### config.mk
export PLATFORM = sky130hd
export DESIGN_NAME = puf_resp_reader_flat
export DESIGN_NICKNAME = d
export VERILOG_FILES = /design/src/rtl/puf_resp_reader_if.sv /design/src/rtl/puf_resp_reader.sv /design/src/flat_wrapper.sv
export SDC_FILE = /design/constraint.sdc
export NUM_CORES = 2
export LEC_CHECK = 0
export CAP_MARGIN = 20
export CORE_AREA = 8 8 416 418
export DETAILED_ROUTE_END_ITERATION = 7
export DIE_AREA = 0 0 424 426
export HOLD_SLACK_MARGIN = 0.06
export PLACE_DENSITY_LB_ADDON = 0.3
export SLEW_MARGIN = 10
export SYNTH_ARGS = -nofsm -noshare
export SYNTH_HDL_FRONTEND = slang
export SYNTH_SLANG_ARGS = --single-unit
### constraint.sdc
create_clock -name clk -period 4.1 [get_ports clk]
set_clock_uncertainty 0.2 [all_clocks]
set_input_delay 0.82 -clock clk [delete_from_list [all_inputs] [get_ports clk]]
set_output_delay 0.82 -clock clk [all_outputs]
set_load 0.02 [all_outputs]
### src/rtl/puf_resp_reader_if.sv
`timescale 1ns/1ps
// puf_resp_reader_if
//   Word stream from the PUF response reader to the key/ID logic.
//
//   Handshake: a word moves on every rising clk edge where out_valid and
//   out_ready are both high. Once out_valid is raised, out_data and out_last
//   hold steady until that transfer happens. out_valid does not wait for
//   out_ready. The consumer may change out_ready freely.
//
//   Signals
//     out_data   master->slave  WORD_W  response word, word 0 (LSBs) first
//     out_valid  master->slave  1       out_data holds a word
//     out_last   master->slave  1       the current word is the final word
//     out_ready  slave->master  1       consumer takes the word this cycle
//
//   WORD_W must match WORD_W of the reader it is connected to.
interface puf_resp_reader_if #(
  parameter int WORD_W = 32
);
  logic [WORD_W-1:0] out_data;
  logic              out_valid;
  logic              out_ready;
  logic              out_last;

  modport master (
    output out_data,
    output out_valid,
    output out_last,
    input  out_ready
  );

  modport slave (
    input  out_data,
    input  out_valid,
    input  out_last,
    output out_ready
  );
endinterface

### src/rtl/puf_resp_reader.sv
`timescale 1ns/1ps
// puf_resp_reader
//   Reader side of the PUF response interface. On start, it latches the
//   control selector and raises puf_enable for a settle window. It then
//   captures the wide response and streams it out as WORD_W-bit words, LSB
//   word first.
//
//   Optional feature, macro PUF_MAJORITY_VOTE_EN:
//     defined   - three captures, one per settle window. The stored response
//                 is their bitwise majority.
//     undefined - one capture, stored directly.
//
//   Ports
//     clk         in   clock, rising edge
//     rst         in   synchronous reset, active-high
//     start       in   request one read. It is taken only in IDLE.
//     ctrl_in     in   [1:0] challenge/control, latched on start
//     puf_enable  out  enable to the PUF generator
//     puf_ctrl    out  [1:0] latched ctrl_in
//     puf_resp    in   [RESP_W-1:0] raw PUF response
//     bus         if   word stream (master modport of puf_resp_reader_if)
//     busy        out  FSM not IDLE
//     done        out  one-cycle pulse after the last word is accepted
//     dbg_state   out  [1:0] current FSM state (IDLE/SETTLE/SEND)
module puf_resp_reader #(
  parameter int RESP_W     = 1024,
  parameter int WORD_W     = 32,
  parameter int SETTLE_CYC = 16
) (
  input  logic              clk,
  input  logic              rst,
  input  logic              start,
  input  logic [1:0]        ctrl_in,
  output logic              puf_enable,
  output logic [1:0]        puf_ctrl,
  input  logic [RESP_W-1:0] puf_resp,
  puf_resp_reader_if.master bus,
  output logic              busy,
  output logic              done,
  output logic [1:0]        dbg_state
);

  localparam int NWORDS = RESP_W / WORD_W;
  localparam int IDX_W  = (NWORDS > 1) ? $clog2(NWORDS) : 1;
  localparam int CNT_W  = $clog2(SETTLE_CYC + 1);
`ifdef PUF_MAJORITY_VOTE_EN
  localparam int NS = 3;
`else
  localparam int NS = 1;
`endif

  localparam logic [CNT_W-1:0] CNT_LAST = CNT_W'(SETTLE_CYC - 1);
  localparam logic [IDX_W-1:0] IDX_LAST = IDX_W'(NWORDS - 1);
  localparam logic [1:0]       SMP_LAST = 2'(NS - 1);

  localparam logic [1:0] IDLE   = 2'd0;
  localparam logic [1:0] SETTLE = 2'd1;
  localparam logic [1:0] SEND   = 2'd2;

  logic [1:0]                   state;
  logic [CNT_W-1:0]             settle_cnt;
  logic [1:0]                   samp_k;      // captures taken so far in this read
  logic [IDX_W-1:0]             word_idx;
  logic [NWORDS-1:0][WORD_W-1:0] resp_q;     // element 0 = response LSBs
`ifdef PUF_MAJORITY_VOTE_EN
  logic [RESP_W-1:0]            samp_a;
  logic [RESP_W-1:0]            samp_b;
`endif

  logic handshake;
  assign handshake = bus.out_valid && bus.out_ready;

  always_ff @(posedge clk) begin
    if (rst) begin
      state         <= IDLE;
      settle_cnt    <= '0;
      samp_k        <= '0;
      word_idx      <= '0;
      resp_q        <= '0;
      puf_enable    <= 1'b0;
      puf_ctrl      <= 2'b00;
      bus.out_valid <= 1'b0;
      done          <= 1'b0;
`ifdef PUF_MAJORITY_VOTE_EN
      samp_a        <= '0;
      samp_b        <= '0;
`endif
    end else begin
      done <= 1'b0;
      case (state)
        IDLE: begin
          if (start) begin
            puf_ctrl   <= ctrl_in;
            puf_enable <= 1'b1;
            settle_cnt <= '0;
            samp_k     <= '0;
            state      <= SETTLE;
          end
        end
        SETTLE: begin
          // The counter sits at SETTLE_CYC-1 on the edge that is SETTLE_CYC
          // cycles after the window opened. That edge is the capture edge.
          if (settle_cnt == CNT_LAST) begin
            settle_cnt <= '0;
            samp_k     <= samp_k + 2'd1;
`ifdef PUF_MAJORITY_VOTE_EN
            case (samp_k)
              2'd0:    samp_a <= puf_resp;
              2'd1:    samp_b <= puf_resp;
              default: resp_q <= (samp_a & samp_b) | (samp_a & puf_resp) |
                                 (samp_b & puf_resp);
            endcase
`else
            resp_q <= puf_resp;
`endif
            if (samp_k == SMP_LAST) begin
              puf_enable    <= 1'b0;
              word_idx      <= '0;
              bus.out_valid <= 1'b1;
              state         <= SEND;
            end
          end else begin
            settle_cnt <= settle_cnt + CNT_W'(1);
          end
        end
        SEND: begin
          if (handshake) begin
            if (word_idx == IDX_LAST) begin
              bus.out_valid <= 1'b0;
              done          <= 1'b1;
              state         <= IDLE;
            end else begin
              word_idx <= word_idx + IDX_W'(1);
            end
          end
        end
        default: state <= IDLE;
      endcase
    end
  end

  // The word is selected from registered state only, so the output holds
  // steady under back-pressure. It reads zero whenever no word is offered.
  assign bus.out_data = bus.out_valid ? resp_q[word_idx] : '0;
  assign bus.out_last = bus.out_valid && (word_idx == IDX_LAST);
  assign busy         = (state != IDLE);
  assign dbg_state    = state;

endmodule

### src/flat_wrapper.sv
// flat-port wrapper written by rule: the top's interface ports become plain ports
module puf_resp_reader_flat 
#(
  parameter int RESP_W     = 1024,
  parameter int WORD_W     = 32,
  parameter int SETTLE_CYC = 16
)
  (clk, rst, start, ctrl_in, puf_enable, puf_ctrl, puf_resp, busy, done, dbg_state, bus_out_data, bus_out_valid, bus_out_last, bus_out_ready);
  puf_resp_reader_if #(.WORD_W(WORD_W)) bus_i ();
  input  logic clk;
  input  logic rst;
  input  logic start;
  input  logic [1:0] ctrl_in;
  output logic puf_enable;
  output logic [1:0] puf_ctrl;
  input  logic [RESP_W-1:0] puf_resp;
  output logic busy;
  output logic done;
  output logic [1:0] dbg_state;
  output wire logic [$bits(bus_i.out_data)-1:0] bus_out_data;
  output wire logic [$bits(bus_i.out_valid)-1:0] bus_out_valid;
  output wire logic [$bits(bus_i.out_last)-1:0] bus_out_last;
  input wire logic [$bits(bus_i.out_ready)-1:0] bus_out_ready;
  assign bus_out_data = bus_i.out_data;
  assign bus_out_valid = bus_i.out_valid;
  assign bus_out_last = bus_i.out_last;
  assign bus_i.out_ready = bus_out_ready;
  puf_resp_reader #(.RESP_W(RESP_W), .WORD_W(WORD_W), .SETTLE_CYC(SETTLE_CYC)) u_core (.clk(clk), .rst(rst), .start(start), .ctrl_in(ctrl_in), .puf_enable(puf_enable), .puf_ctrl(puf_ctrl), .puf_resp(puf_resp), .bus(bus_i), .busy(busy), .done(done), .dbg_state(dbg_state));
endmodule
==> impl_metrics.ini <==
[final_layout]
drive_gt1_share_pct = 13.2
register_area_um2 = 20900
fill_cells = 17100
syn2layout_area_growth_pct = 43.6
final_cells = 8490
mostFrequentLayoutCell = nand2_1
multi_input_area_um2 = 21800
final_cell_mix = nand2_1, dfxtp_1, clkdlybuf4s50_1, a21oi_1, mux4_2
final_net_count = 7173

[clock_network]
clkLatencyLatePin_ns = 0.73
clk_pin_slew_worst_paths_ns = 0.06
htreeDepth = 3
clock_path_buffers = 3
cts.sinks = 1043
cts_buffers = 119
cts_hold_buf = 0
cts_tree = yes
cts_root_buf = clkbuf_16

[critical_path]
start_kind = flop
worstPathArrival_ns = 3.17
crit_required_ns = 3.08
critPathKind = reg -> out
path_max_fanout = 8
end_kind = primary output

[power]
peakVddDrop_v = 0.000401
power_leakage_uw = 0.0201
powerDensity_nw_per_um2 = 355

[synth]
ys.flop_type = dfxtp_1
synth_top_area_share_pct = 47.4
synth_top_family_by_area = simple AND/OR/NAND/NOR gates
post_synth_and_or_nand_nor_area_fraction_pct = 18.3
ys_ff_latch = 1043
syn_inst = 5175
syn_avg_cell_area_um2 = 8.52
synth_cell_types = 40
synth-adder-area-share_pct = 0.142
synth-async-reset-ratio_pct = 0
syn_nets = 6210
synth-xor-area-share_pct = 0
yosysWarningCount = 0
ys_seq_area_share_pct = 47.4
synth_area_leaders = dfxtp_1, nand2_1, a21oi_1
synth_compound_area_share_pct = 14.6
synth_area_leader_cell = dfxtp_1
synthesis.area_um2 = 44100
synth_mux_area_share_pct = 14.6
synth_edf_count = 0

[detailed_routing]
wl_per_cell_um = 26.6
drcViolationCount = 0
drt-pass1-iter-count = 5
detailroute.via_count = 42200
dr.first_iter.drc_count = 3723
postRouteAntennaNets = 0
finalWirelength_um = 226000
vias_per_cell = 4.97

[status]
status = finished, violations left
violations = negative setup slack

[placement]
post-dp-hpwl_um = 174000
place.gp.congestion = 0.934
numPortBuffers = 1070
place_inst = 8170
post-place-ws_ns = -0.219

[sta]
tightest_slew_ns = 0.865
drv_slew = 0
fin_ws_ns = -0.0914
max_freq_mhz = 239
finalSetupViolations = 18
finalSetupTns_ns = -0.760
rsz0062_at_grt = yes
period_share_pct = 102
period_needed_ns = 4.19
slew_headroom_pct = 42.3
final_hold_viol_count = 0

[global_routing]
top_usage_layer = met2
grtUsageTotal_pct = 23.6
gr-usage-met1_pct = 26.3
grt_pass1_vias = 42700
met3_usage_pct = 5.15
antenna_found_initial = 82
gr-usage-met2_pct = 41.4
grt_max_degree = 160
overflow = 0
grt_pass1_wl_um = 311000

[die]
die_w_um = 424
die_h_um = 426
row_count = 150
io_pins = 1071
start_util_pct = 26.5
die_area_um2 = 181000
core-area_um2 = 166000

[worst_hold_path]
hp-class = reg -> reg

[flow_run]
maxCapViolCount = 0
metal layers:
metal | vias up | routed length (um)
met1 | 20700 | 84500
li1 | 19600 | -
met5 | - | 205
met4 | 32 | 14200
met3 | 445 | 13500
met2 | 1466 | 114000
final timing paths:
check	to	slack, ns	start	cells past startpoint
worst max register to register	u_core.resp_q[543]	1.19	u_core.settle_cnt[0]	7
worst max-delay path	bus_out_data[21]	-0.09	u_core.word_idx[1]	10
worst min-delay path	u_core.resp_q[340]	0.25	u_core.resp_q[340]	2
worst min register to register	u_core.resp_q[340]	0.25	u_core.resp_q[340]	2
power breakdown:
part,total [uW],leakage [uW],switching (uW),internal (uW)
sequential,10100,0.00840,5.36,10100
combinational,1320,0.00975,414,902
clock,11000,0.00200,4570,6460
total,22500,0.0201,4990,17500
cell type report:
type	count	area share [%]
multi-input cells	3685	34.4
flip-flops and latches	1043	33.0
repair buffers	1285	21.6
clock buffers	176	5.59
well taps	2204	4.36
clock inverters	44	0.791
diodes	49	0.194
inverters	4	0.0277
worst max-delay path: stages (launching register included):
cell and delay (ns):
dfxtp_4 0.38, buf_12 0.16, buf_12 0.15, buf_12 0.13, buf_6 0.11, mux4_2 0.51, mux2_2 0.29, o221ai_2 0.16
buf_6 0.16, a31oi_1 0.04, bufbuf_16 0.31
through the flow:
stage	power, uW	hold WS [ns]	util [%]	cell area, um^2
2_1_floorplan	10500	0.233	-	44100
3_5_place_dp	11700	0.243	34.5	57400
3_3_place_gp	11700	0.239	34.5	57400
4_1_cts	22700	0.252	37.7	62800
5_1_grt	23100	0.270	38.0	63200
6_report	22500	0.252	38.1	63300
Yosys cell counts (all sizes together), types with 26 or more instances:
master,instances
mux4,224
mux2i,66
o221ai,32
mux2,66
a22oi,34
a31oi,34
o21ai,26
nand2,2073
dfxtp,1043
a21oi,1034
clkbuf,171
buf,274
flip-flops by register name, summed over array words and instances (netlist names):
signal,cells
u_core.settle_cnt,5
u_core.done,1
u_core.dbg_state,2
u_core.word_idx,5
u_core.puf_ctrl,2
u_core.bus.out_valid,1
u_core.resp_q,1024
u_core.samp_k,2
u_core.puf_enable,1
timing repair:
item,4_1_cts,5_1_grt
setup buffers,35,8
pin swaps,9,8
cloned,8,1
setup endpoints to repair,33,32
gates resized for setup,128,57
cells by family after synthesis:
logic type / after synthesis
buffers and inverters: 449
adders and majority gates: 5
muxes: 356
and+or+nand+nor: 2127
DFF: 1043
AOI/OAI and AO/OA: 1195
(Power assumes the default switching activity.)
